### src/rtl/cap_bank_switch_sequencer.sv
// Capacitor-bank switch sequencer.
// Debounces requested serial/parallel code pairs from the frequency
// measurement datapath and applies a committed change with a
// break-before-make sequence: enables low, dead time, load codes,
// settle, enables high. Loss of valid in-range measurements while
// tracking drops both enables.
module cap_bank_switch_sequencer #(
    parameter int CODE_W         = 7,
    parameter int AGREE_N        = 3,
    parameter int DEAD_CYCLES    = 40,
    parameter int SETTLE_CYCLES  = 200,
    parameter int TIMEOUT_CYCLES = 400000
) (
    input  logic              clk,
    input  logic              reset,
    input  logic              meas_valid,
    input  logic              meas_ok,
    input  logic [CODE_W-1:0] code_ser_req,
    input  logic [CODE_W-1:0] code_par_req,
    output logic [CODE_W-1:0] codeSer,
    output logic [CODE_W-1:0] codePar,
    output logic              enableSer,
    output logic              enablePar,
    output logic              busy,
    output logic [15:0]       switch_count
);

    localparam logic [1:0] ST_OFF    = 2'd0;
    localparam logic [1:0] ST_TRACK  = 2'd1;
    localparam logic [1:0] ST_DEAD   = 2'd2;
    localparam logic [1:0] ST_SETTLE = 2'd3;

    localparam int SEQ_MAX = (DEAD_CYCLES > SETTLE_CYCLES) ? DEAD_CYCLES : SETTLE_CYCLES;
    localparam int SEQ_W   = $clog2(SEQ_MAX + 1);
    localparam int TO_W    = $clog2(TIMEOUT_CYCLES + 1);

    localparam logic [3:0]       AGREE_MAX   = 4'(AGREE_N);
    localparam logic [SEQ_W-1:0] DEAD_LAST   = SEQ_W'(DEAD_CYCLES - 1);
    localparam logic [SEQ_W-1:0] SETTLE_LAST = SEQ_W'(SETTLE_CYCLES - 1);
    localparam logic [TO_W-1:0]  TO_LAST     = TO_W'(TIMEOUT_CYCLES - 1);

    // Saturating increment for the completed-switch counter.
    function automatic logic [15:0] sat_inc16(input logic [15:0] value);
        if (value != 16'hFFFF) begin
            sat_inc16 = value + 16'd1;
        end else begin
            sat_inc16 = value;
        end
    endfunction

    logic [1:0]        state_r,    state_s;
    logic [CODE_W-1:0] cand_ser_r, cand_ser_s;
    logic [CODE_W-1:0] cand_par_r, cand_par_s;
    logic [3:0]        agree_r,    agree_s;
    logic [SEQ_W-1:0]  seq_r,      seq_s;
    logic [TO_W-1:0]   to_r,       to_s;
    logic [CODE_W-1:0] code_ser_r, code_ser_s;
    logic [CODE_W-1:0] code_par_r, code_par_s;
    logic              enable_r,   enable_s;
    logic              busy_r,     busy_s;
    logic [15:0]       count_r,    count_s;

    logic meas_acc_s;
    logic req_match_s;

    assign meas_acc_s  = meas_valid & meas_ok;
    assign req_match_s = (code_ser_req == cand_ser_r) && (code_par_req == cand_par_r);

    // Both enables come from one register so they can never disagree.
    assign codeSer      = code_ser_r;
    assign codePar      = code_par_r;
    assign enableSer    = enable_r;
    assign enablePar    = enable_r;
    assign busy         = busy_r;
    assign switch_count = count_r;

    // Next-state logic: candidate debounce, commit, dead/settle timing and timeout.
    always_comb begin
        state_s    = state_r;
        cand_ser_s = cand_ser_r;
        cand_par_s = cand_par_r;
        agree_s    = agree_r;
        seq_s      = seq_r;
        to_s       = to_r;
        code_ser_s = code_ser_r;
        code_par_s = code_par_r;
        enable_s   = enable_r;
        busy_s     = busy_r;
        count_s    = count_r;

        case (state_r)
            ST_OFF, ST_TRACK: begin
                // Candidate tracking; a rejected measurement restarts the agreement run.
                if (meas_valid) begin
                    if (meas_ok) begin
                        if (req_match_s) begin
                            if (agree_r < AGREE_MAX) begin
                                agree_s = agree_r + 4'd1;
                            end else begin
                                agree_s = AGREE_MAX;
                            end
                        end else begin
                            cand_ser_s = code_ser_req;
                            cand_par_s = code_par_req;
                            agree_s    = 4'd1;
                        end
                    end else begin
                        agree_s = 4'd0;
                    end
                end else begin
                    agree_s = agree_r;
                end

                // Loss-of-signal watchdog; an accepted measurement on the expiry edge wins.
                if (state_r == ST_TRACK) begin
                    if (meas_acc_s) begin
                        to_s = {TO_W{1'b0}};
                    end else if (to_r == TO_LAST) begin
                        to_s     = {TO_W{1'b0}};
                        enable_s = 1'b0;
                        agree_s  = 4'd0;
                        state_s  = ST_OFF;
                    end else begin
                        to_s = to_r + {{(TO_W-1){1'b0}}, 1'b1};
                    end
                end else begin
                    to_s = {TO_W{1'b0}};
                end

                // Leaving OFF always runs the full sequence; in TRACK only a real change does.
                if ((agree_s == AGREE_MAX) &&
                    ((state_r == ST_OFF) ||
                     ({cand_ser_s, cand_par_s} != {code_ser_r, code_par_r}))) begin
                    state_s  = ST_DEAD;
                    enable_s = 1'b0;
                    busy_s   = 1'b1;
                    seq_s    = {SEQ_W{1'b0}};
                    agree_s  = 4'd0;
                    to_s     = {TO_W{1'b0}};
                end else begin
                    seq_s = seq_r;
                end
            end

            ST_DEAD: begin
                to_s = {TO_W{1'b0}};
                if (seq_r == DEAD_LAST) begin
                    code_ser_s = cand_ser_r;
                    code_par_s = cand_par_r;
                    seq_s      = {SEQ_W{1'b0}};
                    state_s    = ST_SETTLE;
                end else begin
                    seq_s = seq_r + {{(SEQ_W-1){1'b0}}, 1'b1};
                end
            end

            ST_SETTLE: begin
                to_s = {TO_W{1'b0}};
                if (seq_r == SETTLE_LAST) begin
                    enable_s = 1'b1;
                    busy_s   = 1'b0;
                    count_s  = sat_inc16(count_r);
                    seq_s    = {SEQ_W{1'b0}};
                    state_s  = ST_TRACK;
                end else begin
                    seq_s = seq_r + {{(SEQ_W-1){1'b0}}, 1'b1};
                end
            end

            default: begin
                state_s  = ST_OFF;
                enable_s = 1'b0;
                busy_s   = 1'b0;
                agree_s  = 4'd0;
                seq_s    = {SEQ_W{1'b0}};
                to_s     = {TO_W{1'b0}};
            end
        endcase
    end

    // State and output registers with synchronous reset to all-zero.
    always_ff @(posedge clk) begin
        if (reset) begin
            state_r    <= ST_OFF;
            cand_ser_r <= {CODE_W{1'b0}};
            cand_par_r <= {CODE_W{1'b0}};
            agree_r    <= 4'd0;
            seq_r      <= {SEQ_W{1'b0}};
            to_r       <= {TO_W{1'b0}};
            code_ser_r <= {CODE_W{1'b0}};
            code_par_r <= {CODE_W{1'b0}};
            enable_r   <= 1'b0;
            busy_r     <= 1'b0;
            count_r    <= 16'd0;
        end else begin
            state_r    <= state_s;
            cand_ser_r <= cand_ser_s;
            cand_par_r <= cand_par_s;
            agree_r    <= agree_s;
            seq_r      <= seq_s;
            to_r       <= to_s;
            code_ser_r <= code_ser_s;
            code_par_r <= code_par_s;
            enable_r   <= enable_s;
            busy_r     <= busy_s;
            count_r    <= count_s;
        end
    end

endmodule

### config.mk
export PLATFORM = sky130hd
export DESIGN_NAME = cap_bank_switch_sequencer
export DESIGN_NICKNAME = d
export VERILOG_FILES = /design/src/rtl/cap_bank_switch_sequencer.sv
export SDC_FILE = /design/constraint.sdc
export NUM_CORES = 1
export LEC_CHECK = 0
export BUFFER_PORTS_ARGS = -buffer_cell sky130_fd_sc_hd__buf_2
export CORE_ASPECT_RATIO = 1.1
export CORE_MARGIN = 10
export CORE_UTILIZATION = 45
export DETAILED_ROUTE_END_ITERATION = 6
export GPL_ROUTABILITY_DRIVEN = 0
export PLACE_DENSITY_LB_ADDON = 0.05
export SLEW_MARGIN = 25
export SYNTH_ARGS = -nofsm -noshare
export SYNTH_HDL_FRONTEND = slang
export SYNTH_SLANG_ARGS = --single-unit
### constraint.sdc
create_clock -name clk -period 4.4 [get_ports clk]
set_clock_uncertainty 0.15 [all_clocks]
set_input_delay 0.22 -clock clk [delete_from_list [all_inputs] [get_ports clk]]
set_output_delay 0.22 -clock clk [all_outputs]
set_load 0.01 [all_outputs]
# ---- Word level (Yosys, flattened, before mapping)
# Index checks and enable logic that the tools add are counted.
# W data, S select, Z words.
dict set report op_classes {
  mux 42
  n_eq_ne 17
  reduce_logical 12
  addsub 4
  n_lt_le_gt_ge 1
  bitwise 1
}
# cell count
set op_table {}
lappend op_table {{$mux W19} 4}
lappend op_table {{$mux W7} 8}
lappend op_table {{$pmux W19 S2} 1}
lappend op_table {{$mux W4} 9}
lappend op_table {{$mux W8} 3}
lappend op_table {{$pmux W8 S3} 1}
lappend op_table {{$add A19 B1 Y19 const B} 1}
lappend op_table {{$eq A19 B19 Y1 const B} 1}
lappend op_table {{$add A16 B1 Y16 const B} 1}
lappend op_table {{$ne A16 B16 Y1 const B} 1}
lappend op_table {{$eq A7 B7 Y1} 2}
lappend op_table {{$ne A14 B14 Y1} 1}
lappend op_table {{$mux W2} 6}
lappend op_table {{$reduce_and A5 Y1} 2}
lappend op_table {{$ne A3 B3 Y1 const B} 3}
lappend op_table {{$add A8 B1 Y8 const B} 1}
lappend op_table {{$eq A8 B6 Y1 const B} 1}
lappend op_table {{$eq A8 B8 Y1 const B} 1}
lappend op_table {{$mux W1} 7}
lappend op_table {{$ne A2 B2 Y1 const B} 3}
lappend op_table {{$pmux W2 S3} 1}
lappend op_table {{$reduce_and A3 Y1} 2}
lappend op_table {{$add A4 B1 Y4 const B} 1}
lappend op_table {{$eq A2 B2 Y1 const B} 2}
lappend op_table {{11 further kinds} 14}
dict set report word_totals {
  wordCells 88
  ff_bits 79
}

# ---- Longest topological paths before layout
# Gate-level depths: netlist of the first run.
dict set report depth {
  depth_word 13
  ltp_mapped 9
  ltp_nobuf 8
}

# ---- Worst setup path after synthesis of the first run
# Ideal clock, no wire load.
dict set report synth_path {
  path_type {register to register}
  from {reg seq_r[0]}
  to {reg count_r[15] (netlist: switch_count[15])}
  stages_incl_launch_ff 10
  synth_period_minus_slack_ps 2319
  t_arrival_ps 2041
  setup_slack_ps 2081
  setup_ps 128
  path_buffers 1
  cell_sequence {dfxtp_1 > ha_1 > and4bb_2 > and3_1 > a21boi_1 > and4_1 > clkbuf_1 > nand4_1 > xor2_1 > nor2_1}
}
dict set report synth_via {
  elab_chain_cells 2
}
# element line_no
set synth_rtl {}
lappend synth_rtl {{from (decl)} 55} ;# logic [SEQ_W-1:0] seq_r, seq_s;
lappend synth_rtl {{from (signal assigned)} 188} ;# seq_r <= {SEQ_W{1'b0}};
lappend synth_rtl {{from (signal assigned)} 200} ;# seq_r <= seq_s;
lappend synth_rtl {{$eq A8 B8 Y1} 159} ;# if (seq_r == SETTLE_LAST) begin
lappend synth_rtl {{$reduce_and A3 Y1 (no source line)} --}
lappend synth_rtl {{to (signal assigned)} 206} ;# count_r <= count_s;
lappend synth_rtl {{to (decl)} 61} ;# logic [15:0] count_r, count_s;
# No other way between the ends.
# A chain may end at the register's enable or synchronous reset.

# ---- Final worst setup path of the first run
dict set report layout_path {
  from {reg to_r[7]}
  to {reg to_r[3]}
}
dict set report layout_via {
  elab_chain_cells 9
  elab_cells_between_ends 12
  classes_between {eq/ne (2); mux (9); reduce/logical (1)}
}
# element line_no
set layout_rtl {}
lappend layout_rtl {{from (decl)} 56} ;# logic [TO_W-1:0] to_r, to_s;
lappend layout_rtl {{from (signal assigned)} 189} ;# to_r <= {TO_W{1'b0}};
lappend layout_rtl {{from (signal assigned)} 201} ;# to_r <= to_s;
lappend layout_rtl {{$eq A19 B19 Y1 (*)} 118} ;# end else if (to_r == TO_LAST) begin
lappend layout_rtl {{$mux W4} 118}
lappend layout_rtl {{$mux W4} 116} ;# if (meas_acc_s) begin
lappend layout_rtl {{$mux W4} 115} ;# if (state_r == ST_TRACK) begin
lappend layout_rtl {{$mux W4} 91} ;# case (state_r)
lappend layout_rtl {{$eq A4 B2 Y1} 131} ;# if ((agree_s == AGREE_MAX) &&
lappend layout_rtl {{$logic_and A1 B1 Y1} 131}
lappend layout_rtl {{$mux W19 (*)} 131}
lappend layout_rtl {{$pmux W19 S2 (*)} 91}
# Every way passes the cells marked *; elsewhere a longest branch is shown, timed or not. The select of a mux whose other input is x is not followed.

==> results of run 1 <==
-- critical path, delay by kind of cell (launching register included) --
kind | cells | cell delay (ns)
AO/OA/AOI/OAI | 2 | 0.62
flip-flops | 1 | 0.38
AND/OR/NAND/NOR | 5 | 1.54
-- kinds of logic after synthesis --
group	synth area share [%]
multiplexers	7.73
XOR/XNOR	16.9
buffers and inverters	2.64
AO/OA/AOI/OAI	5.96
AND/OR/NAND/NOR	24.8
flip-flops	40.7
adder cells (fa/ha/maj)	1.29
-- worst max path at each step --
stage | endpoint | from | depth (start not counted) | slack [ns]
2_1_floorplan | switch_count[15] | seq_r[0] | 9 | 2.08
3_3_place_gp | to_r[4] | to_r[7] | 7 | 1.67
3_5_place_dp | to_r[3] | to_r[7] | 7 | 1.63
4_1_cts | to_r[3] | to_r[7] | 7 | 1.61
5_1_grt | to_r[15] | to_r[7] | 7 | 1.44
6_report | to_r[3] | to_r[7] | 7 | 1.62
-- final cells by class --
type                            instances  area, µm²
Tap cell                              111        139
Fill cell                             809       3980
Clock inverter                          6       86.3
Timing Repair Buffer                   53        278
Multi-Input combinational cell        330       2200
Clock buffer                            9        124
Inverter                                4       15.0
Sequential cell                        79       1580
-- what timing repair did --
item | 4_1_cts | 5_1_grt
hold buffers | 1 | 0
resized for setup | 0 | 0
endpoints found under the setup margin | 0 | 0
endpoints found under the hold margin | 1 | 0
-- per-stage QoR --
stage	instance area, µm²	hold slack [ns]
5_1_grt	4430	0.0171
4_1_cts	4430	0.00131
3_5_place_dp	4210	0.329
6_report	4430	0.0156
3_3_place_gp	4200	0.315
2_1_floorplan	3890	0.217
-- power groups by stage --
stage	Clock [mW]	Sequential, mW	Combinational, mW
5_1_grt	0.631	0.732	0.0804
3_3_place_gp	0	0.747	0.0715
2_1_floorplan	0	0.745	0.0479
3_5_place_dp	0	0.747	0.0721
6_report	0.583	0.730	0.0726
4_1_cts	0.599	0.730	0.0732
-- state kept, by name (all words and copies together), names as in the netlist --
name,flops
to_r,19
codeSer,7
busy,1
codePar,7
enablePar,1
agree_r,4
switch_count,16
state_r,2
cand_par_r,7
cand_ser_r,7
seq_r,8
-- metal layers --
layer	vias up	part of all wire, %	track usage (%)
met5	-	0	0
met4	0	0.76	3.47
met3	5	3.7	4.00
met2	43	47	21.2
met1	1419	49	18.1
li1	1567	-	-
-- placed cells by master, fill, tap and decap left out, types with 5 or more instances in the layout --
| cell type | Yosys | final |
|---|---|---|
| nand2_1 | 23 | 23 |
| nor2_1 | 72 | 72 |
| and4_1 | 5 | 5 |
| nand3b_1 | 7 | 7 |
| a21oi_1 | 11 | 11 |
| nor4_1 | 7 | 7 |
| nand3_1 | 23 | 23 |
| o21ai_0 | 7 | 7 |
| and3_1 | 12 | 12 |
| nand4_1 | 11 | 11 |
| and2_1 | 6 | 6 |
| nor3_1 | 5 | 5 |
| buf_2 | 1 | 49 |
| dfxtp_1 | 79 | 79 |
| xor2_1 | 40 | 40 |
| mux2i_1 | 30 | 30 |
| clkbuf_8 | 0 | 9 |
| xnor2_1 | 35 | 35 |
==> impl_metrics.yaml, run 1 <==
timing:
  setup_viol: 0
  slew_headroom_pct: 32.7
  fin_crit_sh_pct: 63.1
  fin_tns_setup_ns: 0
  tightestPinTransition_ns: 1.01
  slew_viol_final: 0
  hold_viol_final: 0
  fmax_ghz: 0.360
  rsz0062_at_grt: "false"
  worst_slack_ns: 1.62
  final.min_clock_period_ns: 2.78
flow_run:
  cap_violations: 0
route:
  route.detailed.drc: 0
  dr.pass1.iters: 4
  ant_nets: 0
  vias_per_cell: 5.13
  vias: 3034
  wl_mm: 8.59
  drtIter0Drc: 103
  wl_per_cell_um: 14.5
clock_network:
  htreeDepth: 3
  cts_buffers: 9
  cts_tree: "done"
  clk_pin_slew_ns: 0.08
  cts_setup_buffers: 0
  cts-root-buf: "clkbuf_8"
  cts_buffer_depth: 2
  worstSkewPairLatency_ns: 0.35
  cts.sinks: 79
finish:
  areaGrowthSynthToFinish_pct: 13.9
  diodes: 0
  instances_no_fill: 592
  layout.nets: 499
  postLayoutCoreUtil_pct: 52.6
  drive_gt1_share_pct: 15.4
synthesis:
  syn_area_um2: 3890
  synth.top_cell.area_share_pct: 40.7
  async_flop_share_pct: 0
  yosysMostFrequentCell: "dfxtp_1"
  yosysWarnings: 0
  synth_seq_cells: 79
  synth_nets: 453
  synth.area.top_cells: "dfxtp_1, xor2_1, xnor2_1"
  synth_area_per_cell_um2: 9.02
  netlist_instances: 431
  yosys.cell_types.count: 48
  yosys_most_used_dff: "dfxtp_1"
  synth-edff-count: 0
  synth_top_area_cell: "dfxtp_1"
  ys_seq_area_share_pct: 40.7
  synthTopCellsByCount: "dfxtp_1, nor2_1, xor2_1"
power_and_ir_drop:
  ir_drop_mv: 0.177
  combPwrFrac_pct: 5.2
  p_clk_share_pct: 42.1
  p_per_area_nw_per_um2: 313
  power_mw: 1.39
  switching_share_pct: 22.8
  p_switching_uw: 316
  p_leak_nw: 1.80
  seqPwrFrac_pct: 52.7
  p_int_mw: 1.07
placement:
  pre_cts_slack_ns: 1.63
  io_buffers: 50
  dpl.hpwl_mm: 6.16
  place_inst: 576
worst_setup_path:
  rrSetupSlack_ns: 1.62
  path_class: "flop to flop"
  worstPathRequired_ns: 4.53
  critPathSlowestCell: "or4b_1"
  cpPeakStageDelay_ns: 0.55
  path_max_fanout: 18
  path_cells: "or4b_1, nor4_2, a41oi_1, and3_4, o211ai_4, nand3b_4, nor2_1"
  cp-start-kind: "flop"
  r2r_start: "to_r[7]"
  r2r_cells: 7
  worst-endpoint-arrival_ns: 2.91
  end_kind: "flop"
  r2r-end: "to_r[3]"
global_routing:
  grt-ovfl-total: 0
  grt_pass1_vias: 3027
  track_usage_pct: 13.7
  grt_max_degree: 60
  antenna_found_initial: 0
  grt_pass1_wl_mm: 14.7
floorplanning:
  coreArea_um2: 8410
  initial_core_util_pct: 46.2
  dieArea_um2: 12800
  die_x_um: 109
  num_rows: 35
  die_y_um: 117
  ioPinCount: 51
hold_path:
  holdCritPathClass: "input pin to flop"
  worstHoldEndpoint: "cand_ser_r[4]"
  whs_path_depth: 3
  hp-start: "code_ser_req[4]"
outcome:
  outcome: "completed"
(Power assumes the default switching activity.)
==> run 2, diff against run 1 <==
==> constraint.sdc (replaced) <==
create_clock -name clk -period 2.4 [get_ports clk]
set_clock_uncertainty 0.15 [all_clocks]
set_input_delay 0.12 -clock clk [delete_from_list [all_inputs] [get_ports clk]]
set_output_delay 0.12 -clock clk [all_outputs]
set_load 0.01 [all_outputs]
==> run 2 against run 1 <==
The flow now finishes with violations (setup timing). Global-route usage increased by 0.58 points. First-iteration DRC count decreased by 28%. Via count increased by 8.2%. Utilization increased by 6.7 points. Routed wire length increased by 6.4%. Clock power increased by 100%. Combinational power increased to 2.5 times the previous value. Setup slack got worse by 1.7 ns. Largest power group unchanged.
==> impl_metrics.yaml, run 2 (same netlist as run 1, synthesis figures left out) <==
worst_setup_path:
  cpPeakStageDelay_ns: 0.53
  path_buf_inv: 5
  critPathSlowestCell: "dlygate4sd3_1"
  crit_start: "code_ser_req[0]"
  worst-endpoint-arrival_ns: 2.56
  path_max_fanout: 6
  crit_family: "buffers and inverters"
  path_cells: "dlygate4sd3_1, buf_2, xor2_1, nor4_2, buf_4, nand4_1, o31a_1, o211ai_4, buf_12, buf_6, nand3b_1, a21oi_2"
  worstPathRequired_ns: 2.53
  r2r-end: "seq_r[7]"
  r2r_start: "cand_par_r[6]"
  path_class: "input pin to flop"
  r2r_cells: 10
  rrSetupSlack_ns: -0.02
  cp-start-kind: "input pin"
  end_kind: "flop"
clock_network:
  htreeDepth: 3
  cts_tree: "done"
  clk_pin_slew_ns: 0.08
  cts_buffers: 9
  worstSkewPairLatency_ns: 0.34
  cts.sinks: 79
  cts-root-buf: "clkbuf_8"
  cts_buffer_depth: 2
floorplanning:
  die_y_um: 117
  coreArea_um2: 8410
  initial_core_util_pct: 46.2
  die_x_um: 109
  ioPinCount: 51
  num_rows: 35
  dieArea_um2: 12800
hold_path:
  whs_path_depth: 2
  worstHoldEndpoint: "switch_count[9]"
  hp-start: "reset"
  holdCritPathClass: "input pin to flop"
timing:
  hold_viol_final: 0
  tightestPinTransition_ns: 0.590
  setup_viol: 8
  rsz0062_at_grt: "true"
  fin_crit_sh_pct: 101
  slew_viol_final: 0
  slew_headroom_pct: 60.2
  worst_slack_ns: -0.0281
  final.min_clock_period_ns: 2.43
  fmax_ghz: 0.412
finish:
  postLayoutCoreUtil_pct: 59.3
  drive_gt1_share_pct: 23.8
  multi_input_area_um2: 2340
  largest_register_ffs: 19
  final_cell_mix: "dfxtp_1, nor2_1, buf_2"
  regMostFlops: "to_r"
  fill_cells: 815
  final_common_cell: "dfxtp_1"
  layout.nets: 543
  regArea_um2: 1590
  areaGrowthSynthToFinish_pct: 28.3
  diodes: 0
global_routing:
  grt-ovfl-total: 0
  track_usage_pct: 14.3
  grt_pass1_wl_mm: 15.3
  antenna_found_initial: 0
  grt_pass1_vias: 3219
  grt_max_degree: 38
route:
  vias_per_cell: 5.15
  ant_nets: 0
  vias: 3282
  route.detailed.drc: 0
  wl_per_cell_um: 14.3
  drtIter0Drc: 74
  wl_mm: 9.14
  dr.pass1.iters: 6
outcome:
  outcome: "complete, but fails checks"
  violations: "setup timing"
power_and_ir_drop:
  p_leak_nw: 2.06
  ir_drop_mv: 0.264
  p_per_area_nw_per_um2: 540
  power_mw: 2.69
placement:
  dpl.hpwl_mm: 6.27
  io_buffers: 50
flow_run:
  cap_violations: 0
[run 2: cell count changes in the layout (fill, tap and decap cells not counted), sizes merged]
cell / delta
bufinv: +1
clkinvlp: -1
buf: +29
dlygate4sd3: +13
clkbuf: +2
nand3b: +1
[run 2: final cells by class]
type                       count  share of cell area, %
multi-input combinational    331                   47.0
sequential                    79                   31.8
timing repair buffer          96                   13.4
tap                          111                   2.79
clock buffer                  10                   2.56
clock inverter                 6                   2.18
inverter                       4                  0.301
[run 2: worst register-to-register path: cells and delay by family, from the launching register on]
kind            cells  cell delay [ns]
compound gates      3             0.72
flops               1             0.34
simple gates        3             0.54
buf+inv             3             0.46
xor+xnor            1             0.14
[run 2: per-stage QoR]
| stage | instance area (µm²) | hold slack [ns] | setup TNS (ns) | worst slack [ns] | std cells |
|---|---|---|---|---|---|
| after global placement | 4410 | 0.257 | -0.673 | -0.0811 | 602 |
| after detailed placement | 4410 | 0.264 | -1.03 | -0.123 | 602 |
| after global routing | 4990 | 0.0498 | -2.21 | -0.123 | 637 |
| after floorplan | 3890 | 0.117 | 0 | 0.0814 | 431 |
| after CTS | 4860 | 0.0334 | 0 | 0.00440 | 633 |
| final | 4990 | 0.0513 | -0.135 | -0.0281 | 637 |
[run 2: worst max path at each step]
stage | endpoint | slack, ns | cells past startpoint
CTS | seq_r[6] | 0.004 | 10
global route | seq_r[7] | -0.12 | 10
floorplan | switch_count[15] | 0.08 | 9
detailed placement | enablePar | -0.12 | 8
finish | seq_r[7] | -0.03 | 12
global placement | enablePar | -0.08 | 8
[run 2: routing by layer]
metal	global-route usage, %	vias to the layer above	wire, µm
met3	4.49	11	417
met5	0	-	0
met2	22.6	55	4270
met4	4.62	0	108
li1	-	1663	-
met1	17.9	1553	4350
[run 2: power by group]
| part | switching (mW) | total (mW) | internal [mW] |
|---|---|---|---|
| clock | 0.486 | 1.18 | 0.690 |
| sequential | 0.0127 | 1.34 | 1.32 |
| combinational | 0.0938 | 0.182 | 0.0881 |
| total | 0.592 | 2.69 | 2.10 |
[run 2: what timing repair did]
action	CTS	global route
buffers inserted	0	4
setup endpoints to repair	27	42
hold buffers	14	0
gates cloned	1	1
gates resized for setup	9	19
endpoints found under the hold margin	14	0
pin swaps	3	12
==> run 3, diff against run 2 <==
--- a/config.mk
+++ b/config.mk
@@ -5,6 +5,7 @@
 export SDC_FILE = /design/constraint.sdc
 export NUM_CORES = 1
 export LEC_CHECK = 0
+export ABC_AREA = 1
 export BUFFER_PORTS_ARGS = -buffer_cell sky130_fd_sc_hd__buf_2
 export CORE_ASPECT_RATIO = 1.1
 export CORE_MARGIN = 10
==> run 3 against run 2 <==
The run now ends clean. Sequential power about the same. Non-clock buffer count decreased by 21. Sequential share of layout area is 2.3 points lower. Clock power fell by 8%. Die area rose by 14%. Setup slack better by 0.16 ns. Largest power group unchanged.
==> impl_metrics.yaml, run 3 <==
outcome:
  outcome: "completed"
global_routing:
  grt_max_degree: 37
  grt_pass1_vias: 4084
  grt_pass1_wl_mm: 18.8
  grt-ovfl-total: 0
  antenna_found_initial: 0
  track_usage_pct: 15.5
timing:
  rsz0062_at_grt: "true"
  final.min_clock_period_ns: 2.27
  slew_viol_final: 0
  fmax_ghz: 0.441
  tightestPinTransition_ns: 0.473
  slew_headroom_pct: 68.4
  hold_viol_final: 0
  fin_crit_sh_pct: 94.6
  setup_viol: 0
route:
  route.detailed.drc: 0
  vias_per_cell: 4.99
  vias: 4568
  wl_mm: 11.6
  dr.pass1.iters: 6
  drtIter0Drc: 249
  ant_nets: 0
  wl_per_cell_um: 12.6
synthesis:
  synthTopCellsByCount: "nand2_1, inv_1, dfxtp_1"
  synth.top_cell.area_share_pct: 34.8
  synth_area_per_cell_um2: 6.26
  async_flop_share_pct: 0
  ys_seq_area_share_pct: 34.8
  synth_nets: 748
  netlist_instances: 726
  synth-edff-count: 0
  synth.area.top_cells: "dfxtp_1, nand2_1, inv_1"
  synth_seq_cells: 79
  yosys.cell_types.count: 36
  yosysWarnings: 0
  yosysMostFrequentCell: "nand2_1"
  yosys_most_used_dff: "dfxtp_1"
  syn_area_um2: 4550
  synth_top_area_cell: "dfxtp_1"
clock_network:
  cts_buffer_depth: 2
  cts_tree: "done"
  cts.sinks: 79
  cts-root-buf: "clkbuf_8"
  clk_pin_slew_ns: 0.09
  htreeDepth: 3
  worstSkewPairLatency_ns: 0.35
  cts_buffers: 9
power_and_ir_drop:
  power_mw: 2.71
  p_per_area_nw_per_um2: 503
  p_int_mw: 2.04
  switching_share_pct: 24.8
  p_leak_nw: 2.41
  ir_drop_mv: 0.278
  seqPwrFrac_pct: 50.0
  p_clk_share_pct: 40.3
  p_switching_uw: 673
  combPwrFrac_pct: 9.7
floorplanning:
  ioPinCount: 51
  initial_core_util_pct: 46.0
  die_y_um: 125
  die_x_um: 116
  dieArea_um2: 14500
  coreArea_um2: 9890
  num_rows: 38
finish:
  final_cell_mix: "nand2_1, inv_1, dfxtp_1"
  design_area_um2: 5380
  regMostFlops: "to_r"
  drive_gt1_share_pct: 18.3
  diodes: 0
  final_common_cell: "nand2_1"
  areaGrowthSynthToFinish_pct: 18.4
  largest_register_ffs: 19
  layout.nets: 814
placement:
  io_buffers: 50
  dpl_cell_area_um2: 4970
  dpl.hpwl_mm: 8.44
worst_setup_path:
  path_class: "input pin to flop"
  end_kind: "flop"
  path_max_fanout: 19
  rrSetupSlack_ns: 0.15
  worstPathRequired_ns: 2.52
  cp-start-kind: "input pin"
  worst-endpoint-arrival_ns: 2.38
flow_run:
  cap_violations: 0
hold_path:
  holdCritPathClass: "input pin to flop"
run 3: changes by cell type after synthesis, moves of 12 or more:
cell     before  now
nor2_1       72   60
xnor2_1      35    3
xor2_1       40    8
nor3_1        5   19
mux2i_1      30    0
a21oi_1      11   56
o21ai_0       7   44
nand2_1      23  227
nand3_1      23   38
inv_1         4   97
nor2_2        0   14
run 3: worst max-delay path, cell delays in order:
cell and delay (ns):
dlygate4sd3_1 0.53, clkbuf_4 0.17, inv_4 0.18, nand2_1 0.10, nand3_1 0.09, nand2_1 0.05
nor2_1 0.13, nand2_1 0.08, nor2_1 0.15, nand2_2 0.11, nand3_4 0.11, buf_4 0.12
nand4_4 0.07, buf_12 0.18, nor3b_1 0.18
run 3: what timing repair did:
item | 4_1_cts | 5_1_grt
gates resized for setup | 0 | 36
cloned | 0 | 0
pin swaps | 1 | 7
setup buffers | 1 | 8
hold buffers | 1 | 0
setup endpoints to repair | 2 | 28
hold endpoints to repair | 2 | 0
run 3: cell families after synthesis:
| family | count (synthesis) | share of synthesized area [%] |
|---|---|---|
| compound gates | 110 | 12.6 |
| flops | 79 | 34.8 |
| fa+ha+maj | 4 | 1.10 |
| simple gates | 395 | 38.0 |
| buf+inv | 127 | 11.4 |
| xor+xnor | 11 | 2.12 |
run 3: worst paths after layout:
path | startpoint | endpoint | cells past startpoint
worst min-delay path | reset | switch_count[1] | 3
worst max register to register | to_r[0] | to_r[10] | 14
worst min register to register | busy | busy | 2
worst max-delay path | meas_valid | to_r[10] | 15
run 3: through the flow:
step                      instances  setup slack (ns)  utilization, %  hold slack [ns]  setup TNS, ns
after floorplan                 726             0.299               -            0.249              0
after global placement          891             0.148            50.2            0.289              0
after detailed placement        891            0.0142            50.2            0.304              0
after CTS                       908            0.0207            52.5           0.0700              0
after global routing            916           -0.0539            54.4           0.0807         -0.189
final                           916             0.131            54.4           0.0823              0
run 3: power groups by stage:
| stage | clock [mW] | sequential [mW] | combinational, mW |
|---|---|---|---|
| after floorplan | 0 | 1.38 | 0.193 |
| after global placement | 0 | 1.38 | 0.250 |
| after detailed placement | 0 | 1.38 | 0.254 |
| after CTS | 1.13 | 1.35 | 0.256 |
| after global routing | 1.18 | 1.36 | 0.302 |
| final | 1.09 | 1.36 | 0.262 |
run 3: cell type report:
cell class	count	area (µm²)
repair buffers	75	480
fillers	1008	4510
clock inverters	4	70.1
multi-input cells	520	2550
clock buffers	11	141
well taps	120	150
inverters	107	404
flip-flops and latches	79	1590
run 3: per-layer routing:
metal  track usage [%]  wire [µm]
met5                 0          0
met4              5.60        143
met3              2.63        497
met2              25.4       5460
met1              20.0       5460
